**config.mk**
```make
export PLATFORM = sky130hd
export DESIGN_NAME = uart_tx_arbiter
export DESIGN_NICKNAME = d
export VERILOG_FILES = /design/src/rtl/uart_pkg.sv /design/src/rtl/uart_tx.sv /design/src/rtl/uart_tx_arbiter.sv
export SDC_FILE = /design/constraint.sdc
export NUM_CORES = 1
export LEC_CHECK = 0
export BUFFER_PORTS_ARGS = -buffer_cell sky130_fd_sc_hd__buf_2
export CORE_ASPECT_RATIO = 1.4
export CORE_UTILIZATION = 58
export DETAILED_ROUTE_END_ITERATION = 16
export PLACE_DENSITY = 0.86
export SYNTH_ARGS = -nofsm -noshare
export SYNTH_HDL_FRONTEND = slang
export SYNTH_SLANG_ARGS = --single-unit
```
**constraint.sdc**
```tcl
create_clock -name clk -period 2.5 [get_ports clk]
set_input_delay 0.375 -clock clk [delete_from_list [all_inputs] [get_ports clk]]
set_output_delay 0.375 -clock clk [all_outputs]
set_load 0.05 [all_outputs]
```
**src/rtl/uart_pkg.sv**
```systemverilog
`default_nettype none
// ============================================================================
//  uart_pkg : baud divisors (50 MHz clock) and arbiter state encoding
//  Rev 1.0
// ============================================================================
package uart_pkg;

  localparam int B115200 = 434;
  localparam int B57600  = 868;
  localparam int B38400  = 1302;
  localparam int B19200  = 2604;
  localparam int B9600   = 5208;
  localparam int B4800   = 10417;
  localparam int B2400   = 20833;
  localparam int B1200   = 41667;
  localparam int B600    = 83333;
  localparam int B300    = 166667;

  localparam logic [2:0] ST_IDLE  = 3'd0;
  localparam logic [2:0] ST_LOAD  = 3'd1;
  localparam logic [2:0] ST_START = 3'd2;
  localparam logic [2:0] ST_DRAIN = 3'd3;
  localparam logic [2:0] ST_GAP   = 3'd4;
  localparam logic [2:0] ST_ABORT = 3'd5;

  typedef enum logic [2:0] {
    IDLE  = ST_IDLE,
    LOAD  = ST_LOAD,
    START = ST_START,
    DRAIN = ST_DRAIN,
    GAP   = ST_GAP,
    ABORT = ST_ABORT
  } arb_state_e;

endpackage
`default_nettype wire

```
**src/rtl/uart_tx.sv**
```systemverilog
`default_nettype none
// ============================================================================
//  uart_tx : 8N1 serializer, one bit every BAUD clocks, tx idles high
//  Rev 1.0
// ============================================================================
module uart_tx
  import uart_pkg::*;
#(
  parameter int BAUD = B115200
) (
  input  logic       clk,
  input  logic       rstn,
  input  logic [7:0] data,
  input  logic       start,
  output logic       ready,
  output logic       tx
);

  localparam int            CW       = (BAUD > 1) ? $clog2(BAUD) : 1;
  localparam logic [CW-1:0] CNT_LAST = CW'(BAUD - 1);

  logic          active_q, active_d;
  logic [3:0]    bit_q, bit_d;
  logic [CW-1:0] cnt_q, cnt_d;
  logic [9:0]    frame_q, frame_d;

  // ready rises in the last stop-bit clock so a follow-on frame can start
  // without an extra idle clock
  always_comb begin
    active_d = active_q;
    bit_d    = bit_q;
    cnt_d    = cnt_q;
    frame_d  = frame_q;
    ready    = !active_q || (bit_q == 4'd9 && cnt_q == CNT_LAST);
    if (start && ready) begin
      active_d = 1'b1;
      bit_d    = 4'd0;
      cnt_d    = '0;
      frame_d  = {1'b1, data, 1'b0};
    end else if (active_q) begin
      if (cnt_q == CNT_LAST) begin
        cnt_d   = '0;
        frame_d = {1'b1, frame_q[9:1]};
        if (bit_q == 4'd9) active_d = 1'b0;
        else               bit_d    = bit_q + 4'd1;
      end else begin
        cnt_d = cnt_q + 1'b1;
      end
    end
  end

  always_ff @(posedge clk or negedge rstn) begin
    if (!rstn) begin
      active_q <= 1'b0;
      bit_q    <= 4'd0;
      cnt_q    <= '0;
      frame_q  <= '1;
    end else begin
      active_q <= active_d;
      bit_q    <= bit_d;
      cnt_q    <= cnt_d;
      frame_q  <= frame_d;
    end
  end

  assign tx = frame_q[0];

endmodule
`default_nettype wire

```
**src/rtl/uart_tx_arbiter.sv**
```systemverilog
`default_nettype none
// ============================================================================
//  uart_tx_arbiter : packet-granular round-robin sharing of one uart_tx,
//                    with post-packet idle gap and stall-timeout abort
//  Rev 1.0
// ============================================================================
module uart_tx_arbiter
  import uart_pkg::*;
#(
  parameter int NREQ       = 4,
  parameter int BAUD       = B115200,
  parameter int GAP_CYCLES = 2500,
  parameter int STALL_MAX  = 25000000
) (
  input  logic                clk,
  input  logic                rst,
  input  logic [NREQ-1:0]     req_valid,
  input  logic [8*NREQ-1:0]   req_data,
  input  logic [NREQ-1:0]     req_last,
  output logic [NREQ-1:0]     req_ready,
  output logic [2:0]          grant_id,
  output logic                busy,
  output logic                abort,
  output logic                tx
);

  localparam int            SW         = $clog2(STALL_MAX + 1);
  localparam int            GW         = (GAP_CYCLES > 0) ? $clog2(GAP_CYCLES + 1) : 1;
  localparam logic [SW-1:0] STALL_LAST = SW'(STALL_MAX - 1);
  localparam logic [GW-1:0] GAP_LAST   = (GAP_CYCLES > 0) ? GW'(GAP_CYCLES - 1) : '0;

  arb_state_e    state_q, state_d;
  logic [2:0]    ptr_q, ptr_d;
  logic [2:0]    grant_q, grant_d;
  logic [7:0]    data_q, data_d;
  logic          last_q, last_d;
  logic [SW-1:0] stall_q, stall_d;
  logic [GW-1:0] gap_q, gap_d;

  logic            uart_ready;
  logic            uart_start;
  logic [NREQ-1:0] sel_onehot;
  logic            sel_valid;
  logic            sel_last;
  logic [7:0]      sel_byte;

  // First pending requester after p, wrapping modulo NREQ
  function automatic logic [2:0] rr_pick(input logic [NREQ-1:0] v, input logic [2:0] p);
    logic            found;
    logic [NREQ-1:0] sh;
    int              idx;
    rr_pick = p;
    found   = 1'b0;
    for (int k = 1; k <= NREQ; k++) begin
      idx = (int'(p) + k) % NREQ;
      sh  = v >> idx;
      if (!found && sh[0]) begin
        rr_pick = 3'(idx);
        found   = 1'b1;
      end
    end
  endfunction

  assign sel_onehot = NREQ'(1) << grant_q;
  assign sel_valid  = |(req_valid & sel_onehot);
  assign sel_last   = |(req_last & sel_onehot);
  assign sel_byte   = 8'(req_data >> {grant_q, 3'b000});

  always_comb begin
    state_d    = state_q;
    ptr_d      = ptr_q;
    grant_d    = grant_q;
    data_d     = data_q;
    last_d     = last_q;
    stall_d    = '0;
    gap_d      = '0;
    req_ready  = '0;
    uart_start = 1'b0;
    abort      = 1'b0;
    case (state_q)
      IDLE: begin
        if (|req_valid) begin
          grant_d = rr_pick(req_valid, ptr_q);
          ptr_d   = rr_pick(req_valid, ptr_q);
          state_d = LOAD;
        end
      end
      LOAD: begin
        if (sel_valid && uart_ready) begin
          req_ready = sel_onehot;
          data_d    = sel_byte;
          last_d    = sel_last;
          state_d   = START;
        end else if (stall_q == STALL_LAST) begin
          state_d = ABORT;
        end else begin
          stall_d = stall_q + 1'b1;
        end
      end
      START: begin
        uart_start = 1'b1;
        if (!uart_ready) state_d = DRAIN;
      end
      DRAIN: begin
        if (uart_ready) begin
          if (!last_q)               state_d = LOAD;
          else if (GAP_CYCLES == 0)  state_d = IDLE;
          else                       state_d = GAP;
        end
      end
      GAP: begin
        if (gap_q == GAP_LAST) state_d = IDLE;
        else                   gap_d   = gap_q + 1'b1;
      end
      ABORT: begin
        abort   = 1'b1;
        state_d = (GAP_CYCLES == 0) ? IDLE : GAP;
      end
      default: state_d = IDLE;
    endcase
  end

  always_ff @(posedge clk or negedge rst) begin
    if (!rst) begin
      state_q <= IDLE;
      ptr_q   <= 3'(NREQ - 1);
      grant_q <= 3'd0;
      data_q  <= 8'd0;
      last_q  <= 1'b0;
      stall_q <= '0;
      gap_q   <= '0;
    end else begin
      state_q <= state_d;
      ptr_q   <= ptr_d;
      grant_q <= grant_d;
      data_q  <= data_d;
      last_q  <= last_d;
      stall_q <= stall_d;
      gap_q   <= gap_d;
    end
  end

  assign grant_id = grant_q;
  assign busy     = (state_q != IDLE);

  uart_tx #(
    .BAUD (BAUD)
  ) TX0 (
    .clk   (clk),
    .rstn  (rst),
    .data  (data_q),
    .start (uart_start),
    .ready (uart_ready),
    .tx    (tx)
  );

endmodule
`default_nettype wire

```
==> flow_summary.json <==
{
  "pwr-share-seq": 0.548,
  "clk_pin_slew_worst_paths_ps": 80,
  "min_path_type": "primary input to flop",
  "gp_congestion": 0.777,
  "die_w_um": 73.0,
  "regArea_sq_um": 1920,
  "drv_cap": 0,
  "tritoncts": "built",
  "synth.area.top_cells": "dfrtp_1 40%, dfstp_2 7.1%, xor2_1 5.6%, mux4_2 5.5%, nor2_1 5.2%",
  "p_per_area_nw_per_um2": 474,
  "grt_pass1_vias": 3032,
  "p_leak_nw": 2.11,
  "max_freq_ghz": 0.409,
  "clock_path_buffers": 2,
  "internal-power_w": 0.00172,
  "die_y_um": 101,
  "fin_nets": 509,
  "yosysMostFrequentCell": "dfrtp_1",
  "track_usage": 0.242,
  "status": "finished clean",
  "critical_path_class": "flop to primary output",
  "ioPinCount": 52,
  "ys_ff_latch": 76,
  "finalSetupViolations": 0,
  "crit_chain": "inv_1 > ha_1 > nand2_2 > o41ai_4 > nand3_4 > nor3_4 > buf_6",
  "worst_slew_pin_slew_ps": 584,
  "grt_pass1_wl_um": 13500,
  "rows": 35,
  "async_flop_share": 1.00,
  "drc": 0,
  "syn_to_final_growth_pct": 17.0,
  "first_pass_iters": 7,
  "peakVddDrop_mv": 0.363,
  "die-area_sq_um": 7410,
  "io_buffers": 50,
  "hpwl_um": 5950,
  "critPathMaxStageDelay_ps": 420,
  "synthCells": 395,
  "final_hold_viol_count": 0,
  "place_area_sq_um": 4490,
  "p_switching_w": 0.000549,
  "initial_utilization": 0.611,
  "synthTopCellsByCount": "65 x dfrtp_1, 57 x nor2_1, 45 x nand2_1",
  "final_util": 0.715,
  "clk_root_buffer_cell": "clkbuf_8",
  "antenna_cells": 0,
  "cp-end-kind": "primary output",
  "maxSlewViolCount": 0,
  "syn_avg_cell_area_sq_um": 10.4,
  "critPathRequiredTime_ps": 2120,
  "synth_seq_area_share": 0.468,
  "rsz0062_at_grt": "yes",
  "cp_slowest_cell": "o41ai_4",
  "vias": 3261,
  "ant_nets": 0,
  "period_minus_slack_ps": 2440,
  "core_area_sq_um": 6700,
  "synth.distinct_cells": 54,
  "p_clk_frac": 0.375,
  "grt_overflow": 0,
  "syn_area_sq_um": 4100,
  "cp.buffers_inverters": 2,
  "via_per_inst": 5.85,
  "drt-initial-drc-count": 242,
  "skew_ps": 13.5,
  "synth_fp_nets": 443,
  "slew-limit-headroom": 0.610,
  "wire_per_inst_um": 16.6,
  "post-route-cell-area_sq_um": 4790,
  "cts_made_buffers": 9,
  "multi_input_area_sq_um": 2100,
  "yosys.area.top_type": "dfrtp_1",
  "drive_gt1_frac": 0.290,
  "synth_edf_count": 0,
  "critPathLaunchType": "flop",
  "cts.sinks": 76,
  "grt_max_degree": 45,
  "switching_share": 0.242,
  "fillers": 455,
  "yosys_most_used_dff": "dfrtp_1",
  "drt-total-wl_um": 9240,
  "htreeDepth": 3,
  "synth_top_area_frac": 0.397,
  "grt_antenna_before_repair": 0,
  "cp.arrival_ps": 2070,
  "p_comb_frac": 0.077,
  "path_max_fanout": 7,
  "clock_latency_ps": 360,
  "yosysWarnings": 0,
  "crit_family": "simple AND/OR/NAND/NOR gates",
  "fin_crit_sh": 0.978
}
## flip-flops by register name, indices dropped and copies added, names as in the netlist
signal        count
stall_q          25
TX0.cnt_q         9
data_q            8
TX0.bit_q         4
gap_q            12
last_q            1
state_q           3
TX0.frame_q       9
grant_id          2
TX0.active_q      1
ptr_q             2
## power groups by stage
stage	Combinational [W]	Sequential, W	Clock [W]
detailed placement	0.000164	0.00127	0
floorplan	0.0000758	0.00128	0
finish	0.000174	0.00124	0.000850
CTS	0.000166	0.00124	0.000854
global placement	0.000158	0.00127	0
global route	0.000187	0.00124	0.000904
## layout make-up
| cell class | instances | area share |
|---|---|---|
| multi-input cells | 295 | 0.438 |
| repair buffers | 69 | 0.0922 |
| well taps | 92 | 0.0240 |
| clock buffers | 11 | 0.0316 |
| flip-flops and latches | 76 | 0.401 |
| clock inverters | 4 | 0.00522 |
| inverters | 10 | 0.00783 |
## what timing repair did
item	in CTS	in global routing
pin swaps	1	2
hold endpoints to repair	13	0
setup endpoints to repair	4	4
hold buffers	1	0
resized for setup	4	12
setup buffers	0	8
## kinds of logic (layout without fill, tap and decap cells)
| group | after synthesis | count (layout) | share of synthesized area |
|---|---|---|---|
| compound gates | 42 | 42 | 0.0709 |
| flops | 76 | 76 | 0.468 |
| other cells | 1 | 1 | 0.000915 |
| simple gates | 187 | 187 | 0.240 |
| xor+xnor | 38 | 38 | 0.0812 |
| buf+inv | 24 | 94 | 0.0312 |
| fa+ha+maj | 6 | 6 | 0.0183 |
| mux | 21 | 21 | 0.0898 |
## tightest hold or removal path: stages
cell	delay, ps
buf_2	120
o32a_1	170
a31oi_1	80
## stage by stage
step	power (W)	instances	hold WS [ps]	setup WS, ps	TNS [ps]
floorplan	0.00135	395	79.4	-72.1	-288
global placement	0.00142	533	293	367	0
detailed placement	0.00143	533	308	299	0
CTS	0.00226	549	398	36.3	0
global route	0.00234	557	423	-44.9	-91.0
finish	0.00227	557	400	55.1	0
## layout by cell type (no fill, tap or decap), drive strengths merged, types with 7 or more instances in the layout
cell type / synthesis / final
buf: 10 / 68
dfrtp: 65 / 65
nor2: 57 / 57
nand2: 46 / 46
xor2: 26 / 26
nand3: 21 / 21
o21ai: 14 / 14
nand4: 12 / 12
xnor2: 12 / 12
dfstp: 11 / 11
and3: 11 / 11
clkbuf: 4 / 11
mux2: 11 / 11
mux4: 10 / 10
a31oi: 10 / 10
inv: 10 / 10
nand2b: 7 / 7
a21oi: 7 / 7
## per-layer routing
layer | share of wire | global-route usage
met5 | 0 | 0
met3 | 0.043 | 0.0458
met1 | 0.38 | 0.290
met2 | 0.53 | 0.400
met4 | 0.046 | 0.146
## path summary, 6_finish.rpt
kind / slack [ps] / depth (start not counted) / end / from
min in group asynchronous: 460 / 2 / stall_q[4] / rst
max in group asynchronous: 1420 / 3 / TX0.frame_q[6] / rst
worst min-delay path: 400 / 3 / ptr_q[0] / req_valid[2]
worst min register to register: 470 / 2 / TX0.frame_q[0] / TX0.frame_q[1]
worst max-delay path: 60 / 7 / req_ready[3] / TX0.bit_q[1]
worst max register to register: 440 / 5 / TX0.cnt_q[8] / state_q[2]
(Power assumes the default switching activity.)
